[src/rtl/stream_loopback_pu_controller.sv]
// Loopback PU controller: stream read -> optional lane-wise add/max with buffer word -> FIFO -> stream write.
// Optional feature macro: LOOPBACK_SAT_EN (signed saturating add in mode 1; default wraps).
`default_nettype none

module stream_loopback_pu_controller #(
    parameter int AXI_DATA_W  = 64,
    parameter int ELEM_W      = 16,
    parameter int FIFO_ADDR_W = 2
) (
    input  logic                    clk,
    input  logic                    reset,
    input  logic [1:0]              mode_in,
    output logic [1:0]              mode,
    input  logic                    stream_read_ready,
    output logic                    stream_read_req,
    input  logic [AXI_DATA_W-1:0]   stream_read_data,
    input  logic                    buffer_read_ready,
    output logic                    buffer_read_req,
    input  logic [AXI_DATA_W-1:0]   buffer_read_data,
    input  logic                    stream_write_ready,
    output logic                    stream_write_req,
    output logic [AXI_DATA_W-1:0]   stream_write_data,
    output logic [FIFO_ADDR_W:0]    fifo_count,
    output logic                    busy
);

    localparam int LANES = AXI_DATA_W / ELEM_W;
    localparam int DEPTH = 1 << FIFO_ADDR_W;

    typedef enum logic [0:0] {
        ST_RUN   = 1'b0,
        ST_DRAIN = 1'b1
    } state_t;

    state_t                 state_q;
    logic [1:0]             mode_q;
    logic                   inflight_q;
    logic [FIFO_ADDR_W-1:0] wr_ptr_q;
    logic [FIFO_ADDR_W-1:0] rd_ptr_q;
    logic [FIFO_ADDR_W:0]   count_q;
    logic [FIFO_ADDR_W:0]   count_d;
    logic [AXI_DATA_W-1:0]  mem_q [DEPTH];

    logic                   paired;
    logic                   can_issue;
    logic                   push;
    logic                   pop;
    logic [FIFO_ADDR_W+1:0] occupancy;
    logic [AXI_DATA_W-1:0]  push_data;

    // Credit: an in-flight word already owns a FIFO slot.
    assign occupancy = {1'b0, count_q} + {{(FIFO_ADDR_W+1){1'b0}}, inflight_q};
    assign paired    = (mode_q == 2'd1) || (mode_q == 2'd2);
    assign can_issue = !reset && (state_q == ST_RUN) && (mode_in == mode_q)
                       && (occupancy < (FIFO_ADDR_W+2)'(DEPTH));

    assign stream_read_req = can_issue && (paired ? (stream_read_ready && buffer_read_ready)
                                                  : stream_read_ready);
    assign buffer_read_req = can_issue && (paired ? (stream_read_ready && buffer_read_ready)
                                                  : buffer_read_ready);

    assign push              = inflight_q;
    assign pop               = stream_write_req;
    assign stream_write_req  = (count_q != '0) && stream_write_ready;
    assign stream_write_data = (count_q != '0) ? mem_q[rd_ptr_q] : '0;
    assign fifo_count        = count_q;
    assign busy              = (count_q != '0) || inflight_q;
    assign mode              = mode_q;

    for (genvar l = 0; l < LANES; l++) begin : g_lane
        logic [ELEM_W-1:0] a;
        logic [ELEM_W-1:0] b;
        logic [ELEM_W-1:0] sum;
        logic [ELEM_W-1:0] mx;

        assign a = stream_read_data[l*ELEM_W +: ELEM_W];
        assign b = buffer_read_data[l*ELEM_W +: ELEM_W];
`ifdef LOOPBACK_SAT_EN
        logic [ELEM_W:0] wide;
        assign wide = {a[ELEM_W-1], a} + {b[ELEM_W-1], b};
        assign sum  = (wide[ELEM_W] == wide[ELEM_W-1]) ? wide[ELEM_W-1:0]
                    : (wide[ELEM_W] ? {1'b1, {(ELEM_W-1){1'b0}}}
                                    : {1'b0, {(ELEM_W-1){1'b1}}});
`else
        assign sum = a + b;
`endif
        assign mx = ($signed(a) > $signed(b)) ? a : b;
        assign push_data[l*ELEM_W +: ELEM_W] = (mode_q == 2'd1) ? sum
                                             : (mode_q == 2'd2) ? mx : a;
    end

    always_comb begin
        count_d = count_q;
        if (push && !pop) begin
            count_d = count_q + 1'b1;
        end else if (!push && pop) begin
            count_d = count_q - 1'b1;
        end
    end

    always_ff @(posedge clk or posedge reset) begin
        if (reset) begin
            state_q    <= ST_RUN;
            mode_q     <= 2'd0;
            inflight_q <= 1'b0;
            wr_ptr_q   <= '0;
            rd_ptr_q   <= '0;
            count_q    <= '0;
        end else begin
            inflight_q <= stream_read_req;
            count_q    <= count_d;
            if (push) begin
                wr_ptr_q <= wr_ptr_q + 1'b1;
            end
            if (pop) begin
                rd_ptr_q <= rd_ptr_q + 1'b1;
            end
            // Mode only switches once nothing is queued or in flight.
            case (state_q)
                ST_RUN: begin
                    if (mode_in != mode_q) begin
                        state_q <= ST_DRAIN;
                    end
                end
                ST_DRAIN: begin
                    if (!busy) begin
                        mode_q  <= mode_in;
                        state_q <= ST_RUN;
                    end
                end
                default: state_q <= ST_RUN;
            endcase
        end
    end

    always_ff @(posedge clk) begin
        if (push) begin
            mem_q[wr_ptr_q] <= push_data;
        end
    end

endmodule

`default_nettype wire

[config.mk]
export PLATFORM = sky130hd
export DESIGN_NAME = stream_loopback_pu_controller
export DESIGN_NICKNAME = d
export VERILOG_FILES = /design/src/rtl/stream_loopback_pu_controller.sv
export SDC_FILE = /design/constraint.sdc
export NUM_CORES = 1
export LEC_CHECK = 0
export CORE_UTILIZATION = 59
export DETAILED_ROUTE_END_ITERATION = 10
export GPL_ROUTABILITY_DRIVEN = 0
export PLACE_DENSITY = 0.89
export SETUP_SLACK_MARGIN = 0.02
export SLEW_MARGIN = 10
export SYNTH_ARGS = -nofsm -noshare
export SYNTH_HDL_FRONTEND = slang
export SYNTH_SLANG_ARGS = --single-unit
[constraint.sdc]
create_clock -name clk -period 4.2 [get_ports clk]
set_input_delay 0.42 -clock clk [delete_from_list [all_inputs] [get_ports clk]]
set_output_delay 0.42 -clock clk [all_outputs]
set_load 0.1 [all_outputs]
Word-level counts from Yosys, hierarchy flattened
Memories as Yosys holds them, arrays and structs flattened.
Cells that the tools add are included.
{"block": "word_totals", "register_bits": 11, "ram_bits": 256, "input_bits": 135, "out_inout_bits": 73, "wordCells": 66, "memories": 1}
{"memory": "mem_q", "depth": 4, "width": 64, "read_ports": 1, "rd_ports_with_merged_regs": 0, "wr": 1, "line": "42", "source": "logic [AXI_DATA_W-1:0] mem_q [DEPTH];"}
{"block": "classes", "n_addsub": 9, "magnitude_cmp": 5, "eq_ne": 4, "muxes": 22, "bitwise_logic": 2, "n_reduce_logical": 17}
{"op": "16-bit two-way mux", "n": 12}
{"op": "16-bit adder", "n": 4}
{"op": "16-bit > comparator", "n": 4}
{"op": "64-bit two-way mux", "n": 1}
{"op": "1-bit logical AND", "n": 9}
{"op": "1-bit two-way mux", "n": 6}
{"op": "3-bit two-way mux", "n": 2}
{"op": "2-bit by 1-bit adder with 2-bit output, second input constant", "n": 2}
{"op": "3-bit by 1-bit adder with 4-bit output", "n": 1}
{"op": "4-bit by 3-bit < comparator with 1-bit output, second input constant", "n": 1}
{"op": "3-bit by 1-bit adder with 3-bit output, second input constant", "n": 1}
{"op": "1-bit zero test", "n": 3}
{"op": "3-bit nonzero test", "n": 1}
{"op": "3-bit by 1-bit subtractor with 3-bit output, second input constant", "n": 1}
{"op": "2-bit by 1-bit == test with 1-bit output, second input constant", "n": 1}
{"op": "2-bit == test", "n": 1}
{"op": "2-bit == test, second input constant", "n": 1}
{"op": "1-bit logical OR", "n": 2}
{"op": "2-bit != test", "n": 1}
{"op": "1-bit inverter", "n": 2}
{"op": "1-bit one-hot mux with 2 select lines", "n": 1}
{"op": "2-bit AND reduction", "n": 1}
{"op": "2-bit nonzero test", "n": 1}

Depth between registers and ports, before layout
Gate-level depths: netlist of run 1.
{"block": "depth", "word_depth": 5, "ltp_mapped": 13, "mapped_depth_nobuf": 11}

Worst setup path before layout of run 1
No wires, ideal clock.
{"block": "synth_timing", "path_type": "register to output", "start": "reg mode_q[1] (netlist: mode[1])", "end": "out stream_read_req", "t_arrival_ps": 2723, "t_required_ps": 3780, "path_slack_ps": 1057, "path_stages_with_launch": 5, "path_buffers": 0, "cell_sequence": "dfrtp_1 xor2_1 nor3_1 nand2_1 nor2_1"}
{"block": "synth_between", "elab_chain_cells": 4, "elab_cells_between_ends": 8, "cone_classes": "3 x eq/ne; 1 x mux; 4 x reduce/logical"}
{"element": "start, declared", "line": "36", "source": "logic [1:0] mode_q;"}
{"element": "start signal, assigned", "line": "127", "source": "mode_q <= mode_in;"}
{"element": "2-bit by 1-bit == test with 1-bit output, or another cell as far along", "line": "53", "source": "assign paired = (mode_q == 2'd1) || (mode_q == 2'd2);"}
{"element": "1-bit logical OR or 1-bit logical AND (tied branches)", "line": "53, 54"}
{"element": "1-bit two-way mux or 1-bit logical AND (tied branches)", "line": "57, 55"}
{"element": "1-bit logical AND *", "line": "57", "source": "assign stream_read_req = can_issue && (paired ? (stream_read_ready && buffer_read_ready)"}
{"element": "end, declared", "line": "15", "source": "output logic stream_read_req,"}
Mark *: on every way between the ends. The rest lies on a longest branch, timed or not.

Worst setup path in the final report of run 1
{"block": "layout_timing", "start": "reg count_q[0] (netlist: fifo_count[0])", "end": "out busy"}
{"block": "layout_between", "elab_chain_cells": 2}
{"element": "start, declared", "line": "40", "source": "logic [FIFO_ADDR_W:0] count_q;"}
{"element": "start signal, assigned", "line": "111", "source": "count_q <= count_d;"}
{"element": "3-bit nonzero test", "line": "67", "source": "assign busy = (count_q != '0) || inflight_q;"}
{"element": "1-bit logical OR", "line": "67"}
{"element": "end, declared", "line": "24", "source": "output logic busy"}
Every way passes these cells.

==> key figures, run 1 <==
Status
  – Result of the run: complete, but fails checks
  – Violated checks: DRC

Global routing
  – Initial antenna violation count: 0
  – Met2 track utilization from global routing: 0.461
  – Total Routing Usage GR: 0.258
  – Global-route wire length before repair: 56,700 um
  – Layer carrying the most global-route usage: met2
  – Met1 global-route usage: 0.329
  – Global Route met3 Usage: 0.0278
  – Total congestion overflow: 0
  – Vias in the first global route: 11,000
  – Pin count of the biggest net entering global routing: 65

Route
  – Via density per instance: 5.94
  – Detailed Route Iter0 Violations: 872
  – Detailed Route WL: 35,700 um
  – Antenna Violating Nets Remaining: 0
  – WL/cell: 19.7 um
  – Via count: 10,800
  – First-pass iteration count of the detailed router: 8
  – DRC violation count after routing: 12

Place
  – PortBufs: 207
  – Placed Instance Area: 18,200 sq um
  – Placed wire-length estimate: 24,500 um

Floorplan
  – Number of core rows: 59
  – Die height: 166 um
  – Placeable core region: 26,300 sq um
  – Die X-Extent: 166 um
  – Boundary pin count: 208
  – Effective utilization at floorplan: 0.607
  – Area of the die: 27,700 sq um

Power and ir drop
  – Maximum ir drop on the vdd rail: 0.000846 V
  – Post-layout power: 13.1 mW
  – Static leakage: 7.29 nW
  – Total power density per cell area: 687 nW/um^2

Worst hold path
  – Class of the worst hold path: in2async

Logic synthesis
  – Main flop type after synthesis: sky130_fd_sc_hd__edfxtp_1
  – Cell types with the largest area share after synthesis: sky130_fd_sc_hd__edfxtp_1 (48%), sky130_fd_sc_hd__ha_1 (10%), sky130_fd_sc_hd__mux4_2 (9.0%)
  – Most numerous cell in the Yosys netlist: sky130_fd_sc_hd__edfxtp_1
  – Total standard cell area after synthesis: 15,900 sq um
  – Leading post-synthesis cells by instance count: sky130_fd_sc_hd__edfxtp_1 (256), sky130_fd_sc_hd__ha_1 (131), sky130_fd_sc_hd__inv_1 (120)
  – Fraction of synthesized cell area taken by the top area cell type: 0.482
  – Number of flops mapped to enable cells by yosys: 256
  – Flip-flop and latch count after synthesis: 267
  – Cell count after synthesis: 1,262
  – Share of flip-flops with an asynchronous set or reset after synthesis: 0.0412
  – Cell type with the highest aggregate area in the netlist: sky130_fd_sc_hd__edfxtp_1
  – Net count after synthesis: 1,533
  – Sequential fraction of the synthesis area: 0.499
  – Synthesized area per cell: 12.6 sq um
  – Count of distinct cell types in the synthesized netlist: 66
  – Number of warnings reported in the yosys synthesis log: 0

Timing
  – Final setup skew: 0.0110 ns
  – Worst-case headroom to the max-slew limit: 0.295
  – Ratio of final minimum period to clock period: 0.756
  – Count of pins over their slew limit: 0
  – Total Neg Setup Slack: 0 ns
  – Final-report hold violation count: 0
  – Worst Max-Slew Pin Slew: 1.05 ns
  – Final setup violating endpoints: 0
  – RSZ-0062 raised after global routing: false
  – Worst hold margin: 0.278 ns
  – Tmin final: 3.18 ns
  – Maximum clock rate: 0.315 GHz

Clocking
  – Maximum clock path buffer count: 3
  – Number of buffers inserted for hold repair after clock tree synthesis: 0
  – CTS HTree Levels: 1
  – Later-pin clock latency in the skew report: 0.53 ns
  – Root Driver: sky130_fd_sc_hd__clkbuf_16
  – Number of buffers created by CTS: 27
  – Clock Sink Count: 267
  – Number of buffers inserted by post-CTS setup repair: 0
  – PostCTS Resize Cnt: 0
  – CTS tree: yes
  – Clock slew seen by the registers of the worst setup and hold paths: 0.06 ns

Cells and area
  – Area growth from synthesis to final layout: 19.7%
  – Core Util, Final: 0.727
  – Fin nets: 1,729
  – Inserted Diodes: 0
  – Layout cell share with drive strength beyond 1: 0.142
  – Finished Cell Area: 19,100 sq um

Worst setup path
  – Chain of cells forming the critical path: or3_2 -> buf_4 -> nor2_1 -> inv_1 -> buf_4
  – Data arrival at the endpoint of the critical path: 2.76 ns
  – Element type at the critical path end: primary output
  – Max Fanout on Critical Path: 44
  – Data required time at the worst endpoint: 3.78 ns
  – Startpoint-to-endpoint class of the critical path: reg2out
  – Worst r2r path cells: 6
  – Longest individual stage delay on the worst path: 0.77 ns
  – Most prevalent standard cell on the critical path: sky130_fd_sc_hd__buf_4
  – Slowest cell on the critical path: sky130_fd_sc_hd__or3_2
  – Worst reg-to-reg setup slack: 1.43 ns
  – Kind of launch point of the worst setup path: register
  – Terminus of the critical flop-to-flop path: mem_q[0][21]
  – Critical R2R Launch: mode[0]

Job
  – # Max-Cap Violations: 0
-- worst max path at each step --
| stage | slack, ns | depth (start not counted) | end | from |
|---|---|---|---|---|
| floorplan | 1.06 | 4 | stream_read_req | mode[1] |
| global route | 0.88 | 11 | mem_q[0][1] | buffer_read_data[13] |
| CTS | 0.98 | 5 | busy | fifo_count[0] |
| global placement | 0.76 | 11 | mem_q[2][37] | buffer_read_data[44] |
| finish | 1.02 | 5 | busy | fifo_count[0] |
| detailed placement | 0.63 | 11 | mem_q[3][1] | buffer_read_data[13] |
-- area by class of cell --
class	instances	area (sq um)
tap	335	419
clock buffer	34	702
inverter	122	458
multi-input combinational	822	7320
clock inverter	14	175
fill	1750	7190
timing repair buffer	218	2050
sequential	267	7970
-- worst max-delay path, delay by kind of cell (launching register included) --
kind                   cells  cell delay, ns
and+or+nand+nor            2            1.00
buffers and inverters      3            0.77
DFF                        1            0.46
-- kinds of logic after synthesis --
group / after synthesis / synth area share
flip-flops: 267 / 0.499
XOR/XNOR: 63 / 0.0346
multiplexers: 149 / 0.144
AND/OR/NAND/NOR: 269 / 0.0872
adder cells (fa/ha/maj): 136 / 0.109
buffers and inverters: 173 / 0.0430
AO/OA/AOI/OAI: 205 / 0.0829
-- power breakdown --
| group | internal (mW) | total, mW | switching [mW] |
|---|---|---|---|
| Clock | 1.43 | 2.39 | 0.967 |
| Sequential | 3.35 | 3.52 | 0.169 |
| Combinational | 2.03 | 7.20 | 5.17 |
-- metrics by stage --
step | setup slack (ns) | cells
global placement | 0.760 | 1764
CTS | 0.978 | 1812
global route | 0.882 | 1812
detailed placement | 0.629 | 1764
finish | 1.02 | 1812
floorplan | 1.06 | 1262
-- routing by layer --
metal	vias to the layer above	wire, um
met5	-	0
met4	0	927
met3	73	1880
met2	422	18200
met1	5246	14600
li1	5027	-
-- state kept, by name, summed over array words and instances (netlist names) --
| register | count |
|---|---|
| fifo_count | 3 |
| inflight_q | 1 |
| mem_q | 256 |
| mode | 2 |
| rd_ptr_q | 2 |
| state_q | 1 |
| wr_ptr_q | 2 |
-- layout by cell type (no fill, tap or decap), types with 5 or more instances in the layout --
cell and instances:
sky130_fd_sc_hd__mux4_2 64, sky130_fd_sc_hd__o21bai_1 10, sky130_fd_sc_hd__xor2_1 25, sky130_fd_sc_hd__or3_1 6, sky130_fd_sc_hd__nand2b_1 9, sky130_fd_sc_hd__o21ai_0 26
sky130_fd_sc_hd__ha_1 130, sky130_fd_sc_hd__mux2i_1 82, sky130_fd_sc_hd__nand2_1 62, sky130_fd_sc_hd__buf_12 5, sky130_fd_sc_hd__a21o_1 5, sky130_fd_sc_hd__nor3_1 18
sky130_fd_sc_hd__nand4_1 12, sky130_fd_sc_hd__clkbuf_16 27, sky130_fd_sc_hd__a21oi_1 62, sky130_fd_sc_hd__nor2b_1 17, sky130_fd_sc_hd__buf_4 74, sky130_fd_sc_hd__fa_1 5
sky130_fd_sc_hd__clkinv_2 7, sky130_fd_sc_hd__nand3_1 5, sky130_fd_sc_hd__nor2_1 52, sky130_fd_sc_hd__o211ai_1 8, sky130_fd_sc_hd__o31ai_1 9, sky130_fd_sc_hd__o21ai_1 40
sky130_fd_sc_hd__xnor2_1 38, sky130_fd_sc_hd__and2_1 64, sky130_fd_sc_hd__nor4_1 6, sky130_fd_sc_hd__clkdlybuf4s50_1 139, sky130_fd_sc_hd__dfrtp_1 9, sky130_fd_sc_hd__inv_1 120
sky130_fd_sc_hd__edfxtp_1 256, sky130_fd_sc_hd__clkbuf_1 7
(Power assumes the default switching activity.)
==> inputs of run 2 (changes only) <==
- CORE_UTILIZATION: 59 -> 51
- PLACE_DENSITY: 0.89 -> 0.82
- clock period: 4.2 -> 2.83 ns (I/O delays scaled with it)
==> run 2 against run 1 <==
Effect of this change:
- utilization decreased by 1.9 points
- largest cell class unchanged
- non-clock buffer count increased by 207
- the run now ends clean
- sequential power increased by 44%
==> key figures, run 2 (synthesis results as in run 1) <==
Status
  – Result of the run: finished clean

Route
  – Antenna Violating Nets Remaining: 0
  – Detailed Route Iter0 Violations: 688
  – First-pass iteration count of the detailed router: 5
  – Via density per instance: 5.56
  – DRC violation count after routing: 0
  – Via count: 11,600
  – Detailed Route WL: 38,700 um
  – Length of routed wiring on met1: 15,700 um
  – WL/cell: 18.6 um
  – Met2 wire len: 20,100 um
  – Max layer used: met4
  – Detailed-routed wire length on met3: 2070 um

Place
  – PortBufs: 207
  – Placed wire-length estimate: 27,400 um

Worst setup path
  – Kind of launch point of the worst setup path: input port
  – Max Fanout on Critical Path: 4
  – Chain of cells forming the critical path: clkdlybuf4s50_1 -> ha_1 -> inv_1 -> fa_1 -> o21ba_1 -> or4_1 -> a31oi_2 -> a221oi_1 -> nor2b_1 -> xnor2_1 -> nand2_1 -> o21ai_1
  – Data required time at the worst endpoint: 3.14 ns
  – Worst setup path start: stream_read_data[0]
  – Data arrival at the endpoint of the critical path: 3.03 ns
  – Startpoint-to-endpoint class of the critical path: in2reg
  – Element type at the critical path end: register
  – Longest individual stage delay on the worst path: 0.49 ns
  – Slowest cell on the critical path: sky130_fd_sc_hd__clkdlybuf4s50_1
  – Critical R2R Launch: mode[0]

Timing
  – Count of pins over their slew limit: 0
  – Final-report hold violation count: 0
  – Total Neg Setup Slack: 0 ns
  – Ratio of final minimum period to clock period: 0.960
  – Final setup violating endpoints: 0
  – Final setup skew: 0.0163 ns
  – Worst-case headroom to the max-slew limit: 0.583
  – RSZ-0062 raised after global routing: false
  – Maximum clock rate: 0.368 GHz
  – Tmin final: 2.72 ns
  – Worst Max-Slew Pin Slew: 0.626 ns

Power and ir drop
  – Static leakage: 8.62 nW
  – Maximum ir drop on the vdd rail: 0.000967 V
  – Post-layout power: 21.8 mW
  – Total power density per cell area: 1000 nW/um^2

Cells and area
  – Commonest non-fill, non-tap cell in the layout: sky130_fd_sc_hd__edfxtp_1
  – Most frequent cells in the layout: sky130_fd_sc_hd__edfxtp_1 (256), sky130_fd_sc_hd__buf_4 (210), sky130_fd_sc_hd__clkdlybuf4s50_1 (134)
  – Layout cell share with drive strength beyond 1: 0.258
  – Fin nets: 1,936
  – Register bank with the most flops: mem_q
  – Core Util, Final: 0.708
  – Flip-flop count of the largest register, all copies and words added: 256
  – Fill cell total of the finished layout: 2,028
  – Area growth from synthesis to final layout: 36.1%

Clocking
  – Root Driver: sky130_fd_sc_hd__clkbuf_16
  – Clock slew seen by the registers of the worst setup and hold paths: 0.07 ns
  – Later-pin clock latency in the skew report: 0.53 ns
  – CTS HTree Levels: 1
  – Maximum clock path buffer count: 3
  – Clock Sink Count: 267
  – CTS tree: yes
  – Number of buffers created by CTS: 27

Floorplan
  – Number of core rows: 64
  – Die X-Extent: 179 um
  – Boundary pin count: 208
  – Placeable core region: 30,700 sq um
  – Area of the die: 32,000 sq um
  – Die height: 179 um
  – Effective utilization at floorplan: 0.520

Global routing
  – Global-route wire length before repair: 60,500 um
  – Pin count of the biggest net entering global routing: 66
  – Total Routing Usage GR: 0.244
  – Total congestion overflow: 0
  – Vias in the first global route: 11,900
  – Initial antenna violation count: 0

Worst hold path
  – Class of the worst hold path: in2async

Job
  – # Max-Cap Violations: 0
==> run 2: cell count changes in the layout (fill, tap and decap cells not counted), moves of 3 or more <==
cell                              change
sky130_fd_sc_hd__clkdlybuf4s50_1      -5
sky130_fd_sc_hd__mux2i_1              -3
sky130_fd_sc_hd__mux2i_2              +3
sky130_fd_sc_hd__clkbuf_1             -4
sky130_fd_sc_hd__clkinv_2             -3
sky130_fd_sc_hd__clkinv_1             +3
sky130_fd_sc_hd__buf_4              +136
sky130_fd_sc_hd__buf_12              +75
==> run 2: critical path: cells and delay by family <==
family                     cells  cell delay [ns]
AOI/OAI and AO/OA              4             0.72
and+or+nand+nor                3             0.73
adders and majority gates      2             0.57
xor gates and xnor gates       1             0.16
buffers and inverters          2             0.55
==> run 2: cell type report <==
cell class / count / area (sq um) / area share
Antenna cell: 1 / 2.50 / 0.000115
Clock buffer: 30 / 687 / 0.0316
Clock inverter: 17 / 174 / 0.00801
Inverter: 122 / 458 / 0.0211
Multi-Input combinational cell: 822 / 7400 / 0.341
Sequential cell: 267 / 7970 / 0.367
Tap cell: 396 / 495 / 0.0228
Timing Repair Buffer: 425 / 4530 / 0.209
==> run 2: through the flow <==
step | cells | setup slack, ns | cell area [sq um] | hold slack [ns]
after floorplan | 1262 | 0.0881 | 16000 | 0.135
after global placement | 2029 | -0.433 | 20700 | 0.459
after detailed placement | 2029 | -0.459 | 20700 | 0.484
after CTS | 2076 | 0.0914 | 21600 | 0.113
after global routing | 2079 | 0.0161 | 21700 | 0.145
final | 2080 | 0.114 | 21700 | 0.111
==> run 2: final timing paths <==
| check | slack (ns) | to | cells past startpoint |
|---|---|---|---|
| min in group clk | 0.37 | inflight_q | 3 |
| max in group asynchronous | 2.34 | rd_ptr_q[0] | 2 |
| worst max-delay path | 0.11 | mem_q[3][12] | 12 |
| worst min-delay path | 0.11 | wr_ptr_q[1] | 2 |
| worst max register to register | 0.27 | mem_q[0][17] | 7 |
| worst min register to register | 0.49 | state_q | 1 |
==> run 2: power by group <==
part           switching [mW]  internal (mW)
clock                    1.44           2.02
combinational            8.31           4.93
sequential             0.0994           4.97
==> run 2: metal layers <==
layer | global-route usage | up-vias
li1 | - | 5457
met1 | 0.304 | 5647
met2 | 0.443 | 378
met3 | 0.0297 | 80
met4 | 0.0710 | 0
met5 | 0 | -
==> run 2: repair_timing <==
item | in CTS | in global routing
endpoints found under the hold margin | 0 | 0
resized for setup | 1 | 12
setup endpoints to repair | 1 | 88
buffers inserted | 0 | 3
pin swaps | 0 | 3
hold buffers | 0 | 0
